$ cat src/rtl/set_cache_tag_controller.sv
// Tag/valid/dirty store and miss sequencer for a set-associative cache.
// Hits return the slot directly; misses go through replacement, optional writeback and fetch.
module set_cache_tag_controller #(
    parameter int CACHE_BLOCK_CAPACITY = 128,
    parameter int CACHE_SET_SIZE       = 4,
    parameter int BW_ADDR              = 24,
    localparam int BW_CACHE    = $clog2(CACHE_BLOCK_CAPACITY),
    localparam int BW_WAY      = $clog2(CACHE_SET_SIZE),
    localparam bit FULLY_ASSOC = (CACHE_SET_SIZE == CACHE_BLOCK_CAPACITY),
    localparam int BW_GRP      = FULLY_ASSOC ? 1 : BW_CACHE - BW_WAY,
    localparam int BW_TAG      = FULLY_ASSOC ? BW_ADDR : BW_ADDR - BW_GRP
) (
    input  logic                clock_i,
    input  logic                resetn_i,
    input  logic                req_i,
    input  logic [BW_ADDR-1:0]  req_addr_i,
    input  logic                req_wren_i,
    output logic                ready_o,
    output logic                done_o,
    output logic                hit_o,
    output logic [BW_CACHE-1:0] cache_addr_o,
    output logic                repl_miss_o,
    output logic [BW_GRP-1:0]   repl_group_o,
    input  logic                repl_done_i,
    input  logic [BW_CACHE-1:0] repl_addr_i,
    output logic                mem_req_o,
    output logic                mem_wb_o,
    output logic [BW_ADDR-1:0]  mem_addr_o,
    output logic [BW_CACHE-1:0] mem_cache_addr_o,
    input  logic                mem_ack_i
);

    localparam int GRP_BITS = FULLY_ASSOC ? 0 : BW_GRP;

    typedef enum logic [2:0] {
        IDLE, LOOKUP, REPL, REPL_WAIT, WB, WB_GAP, FETCH, UPDATE
    } state_t;

    state_t                    state_q, state_d;
    logic [BW_ADDR-1:0]        reqAddr_q, reqAddr_d;
    logic                      reqWren_q, reqWren_d;
    logic [BW_CACHE-1:0]       victim_q, victim_d;
    logic                      done_q, done_d;
    logic                      hit_q, hit_d;
    logic                      replMiss_q, replMiss_d;
    logic [BW_CACHE-1:0]       cacheAddr_q, cacheAddr_d;

    logic [BW_TAG-1:0]         tagMem_q [CACHE_BLOCK_CAPACITY];
    logic [CACHE_BLOCK_CAPACITY-1:0] valid_q;
    logic [CACHE_BLOCK_CAPACITY-1:0] dirty_q;

    logic [BW_TAG-1:0]         reqTag;
    logic [BW_GRP-1:0]         reqGroup;
    logic                      lookupHit;
    logic [BW_CACHE-1:0]       hitSlot;
    logic                      victimDirty;
    logic [BW_ADDR-1:0]        wbAddr;

    // Slot index is {way, group}; with a single set the group field vanishes.
    function automatic logic [BW_CACHE-1:0] slotOf(input int way, input logic [BW_GRP-1:0] grp);
        return (BW_CACHE'(way) << GRP_BITS) | BW_CACHE'(grp);
    endfunction

    assign reqTag      = reqAddr_q[BW_ADDR-1 -: BW_TAG];
    assign reqGroup    = FULLY_ASSOC ? '0 : reqAddr_q[BW_GRP-1:0];
    assign victimDirty = valid_q[repl_addr_i] & dirty_q[repl_addr_i];
    assign wbAddr      = (BW_ADDR'(tagMem_q[victim_q]) << GRP_BITS) | BW_ADDR'(reqGroup);

    // Descending scan so that the lowest matching way wins.
    always_comb begin
        lookupHit = 1'b0;
        hitSlot   = '0;
        for (int w = CACHE_SET_SIZE - 1; w >= 0; w--) begin
            if (valid_q[slotOf(w, reqGroup)] && (tagMem_q[slotOf(w, reqGroup)] == reqTag)) begin
                lookupHit = 1'b1;
                hitSlot   = slotOf(w, reqGroup);
            end
        end
    end

    always_comb begin
        state_d     = state_q;
        reqAddr_d   = reqAddr_q;
        reqWren_d   = reqWren_q;
        victim_d    = victim_q;
        done_d      = 1'b0;
        hit_d       = 1'b0;
        replMiss_d  = 1'b0;
        cacheAddr_d = cacheAddr_q;
        case (state_q)
            IDLE: begin
                if (req_i) begin
                    reqAddr_d = req_addr_i;
                    reqWren_d = req_wren_i;
                    state_d   = LOOKUP;
                end
            end
            LOOKUP: begin
                if (lookupHit) begin
                    done_d      = 1'b1;
                    hit_d       = 1'b1;
                    cacheAddr_d = hitSlot;
                    state_d     = IDLE;
                end else begin
                    replMiss_d = 1'b1;
                    state_d    = REPL;
                end
            end
            REPL:      state_d = REPL_WAIT;
            REPL_WAIT: begin
                if (repl_done_i) begin
                    victim_d = repl_addr_i;
                    state_d  = victimDirty ? WB : FETCH;
                end
            end
            WB:        if (mem_ack_i) state_d = WB_GAP;
            WB_GAP:    state_d = FETCH;
            FETCH:     if (mem_ack_i) state_d = UPDATE;
            UPDATE: begin
                done_d      = 1'b1;
                cacheAddr_d = victim_q;
                state_d     = IDLE;
            end
            default:   state_d = IDLE;
        endcase
    end

    always_ff @(posedge clock_i) begin
        if (!resetn_i) begin
            state_q     <= IDLE;
            reqAddr_q   <= '0;
            reqWren_q   <= 1'b0;
            victim_q    <= '0;
            done_q      <= 1'b0;
            hit_q       <= 1'b0;
            replMiss_q  <= 1'b0;
            cacheAddr_q <= '0;
            valid_q     <= '0;
            dirty_q     <= '0;
        end else begin
            state_q     <= state_d;
            reqAddr_q   <= reqAddr_d;
            reqWren_q   <= reqWren_d;
            victim_q    <= victim_d;
            done_q      <= done_d;
            hit_q       <= hit_d;
            replMiss_q  <= replMiss_d;
            cacheAddr_q <= cacheAddr_d;
            if (state_q == UPDATE) begin
                valid_q[victim_q] <= 1'b1;
                dirty_q[victim_q] <= reqWren_q;
            end else if ((state_q == LOOKUP) && lookupHit && reqWren_q) begin
                dirty_q[hitSlot] <= 1'b1;
            end
        end
    end

    // Tags need no reset: a slot's tag is only consulted once its valid bit is set.
    always_ff @(posedge clock_i) begin
        if (state_q == UPDATE) begin
            tagMem_q[victim_q] <= reqTag;
        end
    end

    assign ready_o          = (state_q == IDLE);
    assign done_o           = done_q;
    assign hit_o            = hit_q;
    assign cache_addr_o     = cacheAddr_q;
    assign repl_miss_o      = replMiss_q;
    assign repl_group_o     = (state_q == REPL) ? reqGroup : '0;
    assign mem_req_o        = (state_q == WB) || (state_q == FETCH);
    assign mem_wb_o         = (state_q == WB);
    assign mem_addr_o       = (state_q == WB) ? wbAddr : (state_q == FETCH) ? reqAddr_q : '0;
    assign mem_cache_addr_o = mem_req_o ? victim_q : '0;

endmodule
$ cat config.mk
export PLATFORM = sky130hd
export DESIGN_NAME = set_cache_tag_controller
export DESIGN_NICKNAME = d
export VERILOG_FILES = /design/src/rtl/set_cache_tag_controller.sv
export SDC_FILE = /design/constraint.sdc
export NUM_CORES = 2
export LEC_CHECK = 0
export CORE_MARGIN = 2
export CORE_UTILIZATION = 50
export CTS_BUF_LIST = sky130_fd_sc_hd__clkbuf_2
export CTS_CLUSTER_SIZE = 40
export DETAILED_ROUTE_END_ITERATION = 16
export PLACE_DENSITY_LB_ADDON = 0.05
export SLEW_MARGIN = 20
export SYNTH_ARGS = -nofsm -noshare
export SYNTH_HDL_FRONTEND = slang
export SYNTH_SLANG_ARGS = --single-unit
$ cat constraint.sdc
create_clock -name clock_i -period 9.2 [get_ports clock_i]
set_input_delay 1.38 -clock clock_i [delete_from_list [all_inputs] [get_ports clock_i]]
set_output_delay 1.38 -clock clock_i [all_outputs]
set_load 0.005 [all_outputs]
==> summary.txt <==
Clock network
  • H-tree depth: 6
  • Num CTS Buffers: approximately 700
  • Clock tree from TritonCTS: done
  • Clk root buf: clkbuf_2
  • Clock buffer depth: 4
  • Clock latency on the worst-skew pair: ~2.3 ns
  • Clock sink total: 2,745
  • Register clock-pin slew on the reported worst setup and hold paths: approximately 0.11 ns

Pwr
  • Internal power: 17.71 mW
  • Leak: about 43 nW
  • Pwr Density: around 180 nW/µm²
  • Flop pwr share: between 50% and 60%
  • Total power: between 20 and 25 mW
  • Clock network fraction of design power: a little over a third
  • Peak VDD IR: around 120 µV
  • Switch Pwr: 7.012 mW
  • Comb power frac: a little under a tenth
  • Sw frac: between 20 and 30%

GRT
  • Vias in the first global route: between 80,000 and 90,000
  • Largest net degree at the start of global routing: 114
  • First-pass GRT wire length: roughly 670,000 µm
  • Total global-route track usage: 38.03%
  • Antenna violations before repair: between 50 and 60
  • Global route overflow: 0

Synth
  • Mapped Avg Cell Area: between 15 and 20 µm²
  • Ys flop type: edfxtp_1
  • Post-synth ARST share: 0%
  • Post-Syn Instances: between 7,000 and 8,000
  • Sequential-to-total area share from yosys stat: between 60% and 70%
  • Unique masters post-synth: about 80
  • Number of synthesized register bits: around 2,700
  • Mapped cell area: roughly 130,000 µm²
  • Syn_nets: approximately 7,300
  • Post-synth EDFFs: between 2,000 and 2,500
  • Syn. warnings: 0

Die
  • Die Width: approximately 500 µm
  • Starting Density: approximately half
  • Cell Rows: between 150 and 200
  • Vert. Die Dim: ~500 µm
  • Die area: roughly 260,000 µm²
  • IO Pins: 86
  • Core box area: 254,200 µm²

Hold path
  • Hold depth: 4
  • Hold crit path type: input port to flip-flop
  • Hold endpoint: reqAddr_q[10]
  • Worst hold start: req_addr_i[10]

Job
  • Max Cap Viol: 0

STA
  • Final Max Slew Viols: 0
  • Min Hold Slack: 0.2790 ns
  • Clock Skew: a little over 0.2 ns
  • # setup viols final: 0
  • Final worst slack: about 0.22 ns
  • Period utilization: between 90% and 100%
  • Fmax: ~110 MHz
  • Slew at the pin closest to its max-slew limit: 1.354 ns
  • RSZ-0062 raised after global routing: false
  • Post-route setup TNS: 0 ns
  • Final worst path period need: 8.983 ns
  • Slew margin rel.: between 8 and 9%
  • Hold Fails Final Rpt: 0

Placed design
  • Port Buf Inserts: 85
  • Cell Area, Placed: around 130,000 µm²
  • Pre-CTS setup slack: around 2.2 ns
  • Placer congestion estimate: approximately 0.96
  • Placed cells: between 10,000 and 15,000
  • Placed wire-length estimate: 297,400 µm

Worst setup path
  • Critical path capture point type: output port
  • R2r endpoint: dirty_q[39]
  • CP arrival: 7.60 ns
  • Worst-path fanout max: 38
  • WS Path Type: flip-flop to output port
  • Worst setup SP type: flip-flop
  • Critical path data required time: roughly 7.8 ns
  • Worst R2R Path Depth: 13
  • Reg2reg setup slack: between 2 and 3 ns

Status
  • Run status: finished, final reports clean

Layout
  • Synth-to-layout area growth: 10.26%
  • Fillers: 20,250
  • Final #Nets: 7,870
  • Leading cell type in the layout, fill and taps excluded: edfxtp_1
  • Commonest cells after routing, fill and taps aside: 2,432 x edfxtp_1, 1,313 x mux4_2, 983 x clkbuf_2
  • Final cell count without fillers: between 10,000 and 15,000
  • Layout Utilization: a little under three fifths
  • Fraction of layout cells with a size suffix above 1: a little over a third
  • Fin area: between 100,000 and 150,000 µm²

Route
  • First-pass DRT Iterations: 8
  • Drc violations: 0
  • DR vias: 84,425
  • Total wire length: just under 500,000 µm
  • DR WL/cell: between 40 and 50 µm
  • Final ANT Viol Nets: 0
  • Initial DRC count: 14,291
  • Drt via density: between 7 and 8
[state kept, by name (all words and copies together), names as in the netlist, named ones only]
signal        flops
tagMem_q       2432
reqAddr_q        24
state_q           3
dirty_q         128
hit_o             1
repl_miss_o       1
victim_q          7
valid_q         128
cache_addr_o      7
done_o            1
reqWren_q         1
[power by group through the flow]
stage                     registers [mW]  logic [mW]  clock network [mW]
after floorplan                     14.1        1.25                   0
after global placement              14.1        2.19                   0
after detailed placement            14.1        2.20                   0
after CTS                           13.8        2.22                8.72
after global routing                13.8        2.33                9.35
final                               13.8        2.28                8.64
[layout make-up]
class,instances,area [µm²],area share (%)
Inverter,53,207.7,0.1474
Timing Repair Buffer,431,3984,2.827
Tap cell,3366,4212,2.989
Multi-Input combinational cell,3900,46560,33.04
Clock inverter,269,1533,1.088
Clock buffer,983,4920,3.491
Antenna cell,32,80.08,0.05683
Sequential cell,2745,79420,56.36
[cell families after synthesis]
family / count (synthesis) / synth area share (%)
buffers and inverters: 633 / 2.202
XOR/XNOR: 68 / 0.4660
AO/OA/AOI/OAI: 784 / 4.083
multiplexers: 1732 / 26.44
AND/OR/NAND/NOR: 1316 / 4.759
flip-flops: 2745 / 62.05
[critical path, stage by stage, from the launching register on]
cell and delay (ns):
dfxtp_4 0.88, buf_4 0.63, buf_4 0.48, mux4_2 0.37, mux4_2 0.71, mux4_2 0.54, mux2i_1 0.54, nor2_1 0.29
a21oi_1 0.37, nor2_1 0.07, clkdlybuf4s50_1 0.47
[synth_stat cells, drive strengths merged, types with 99 or more instances]
master  number  area (µm²)
a21oi      178       890.9
mux4      1313       29570
dfxtp      313        6266
mux2i      397        3974
clkbuf     324        1216
nand3      130       650.6
buf        256        1399
o21ai      115       575.6
edfxtp    2432       73030
a22oi      154        1156
a211oi      99       753.2
nand2      256       960.9
nor2       499        1876
nor3       205        1026
[layer usage]
metal,GRT usage (%),wire (µm),vias up
li1,-,-,32060
met1,52.24,181600,44074
met2,53.95,214000,6994
met3,12.96,71650,1263
met4,19.79,29240,34
met5,0.2193,356,-
[what timing repair did]
action / CTS / global route
gates resized for setup: 0 / 0
buffers inserted: 1 / 0
endpoints found under the setup margin: 1 / 0
hold buffers: 35 / 0
endpoints found under the hold margin: 79 / 0
[worst max path at each step]
stage,from,endpoint,cells after the start
final,flip-flop,mem_addr_o[5],10
after global routing,flip-flop,mem_addr_o[5],9
after CTS,flip-flop,mem_addr_o[5],10
after detailed placement,flip-flop,mem_addr_o[5],10
after global placement,flip-flop,mem_addr_o[5],10
after floorplan,reqAddr_q[6],cache_addr_o[0],10
Note: power is estimated with default switching activity, not from simulation.
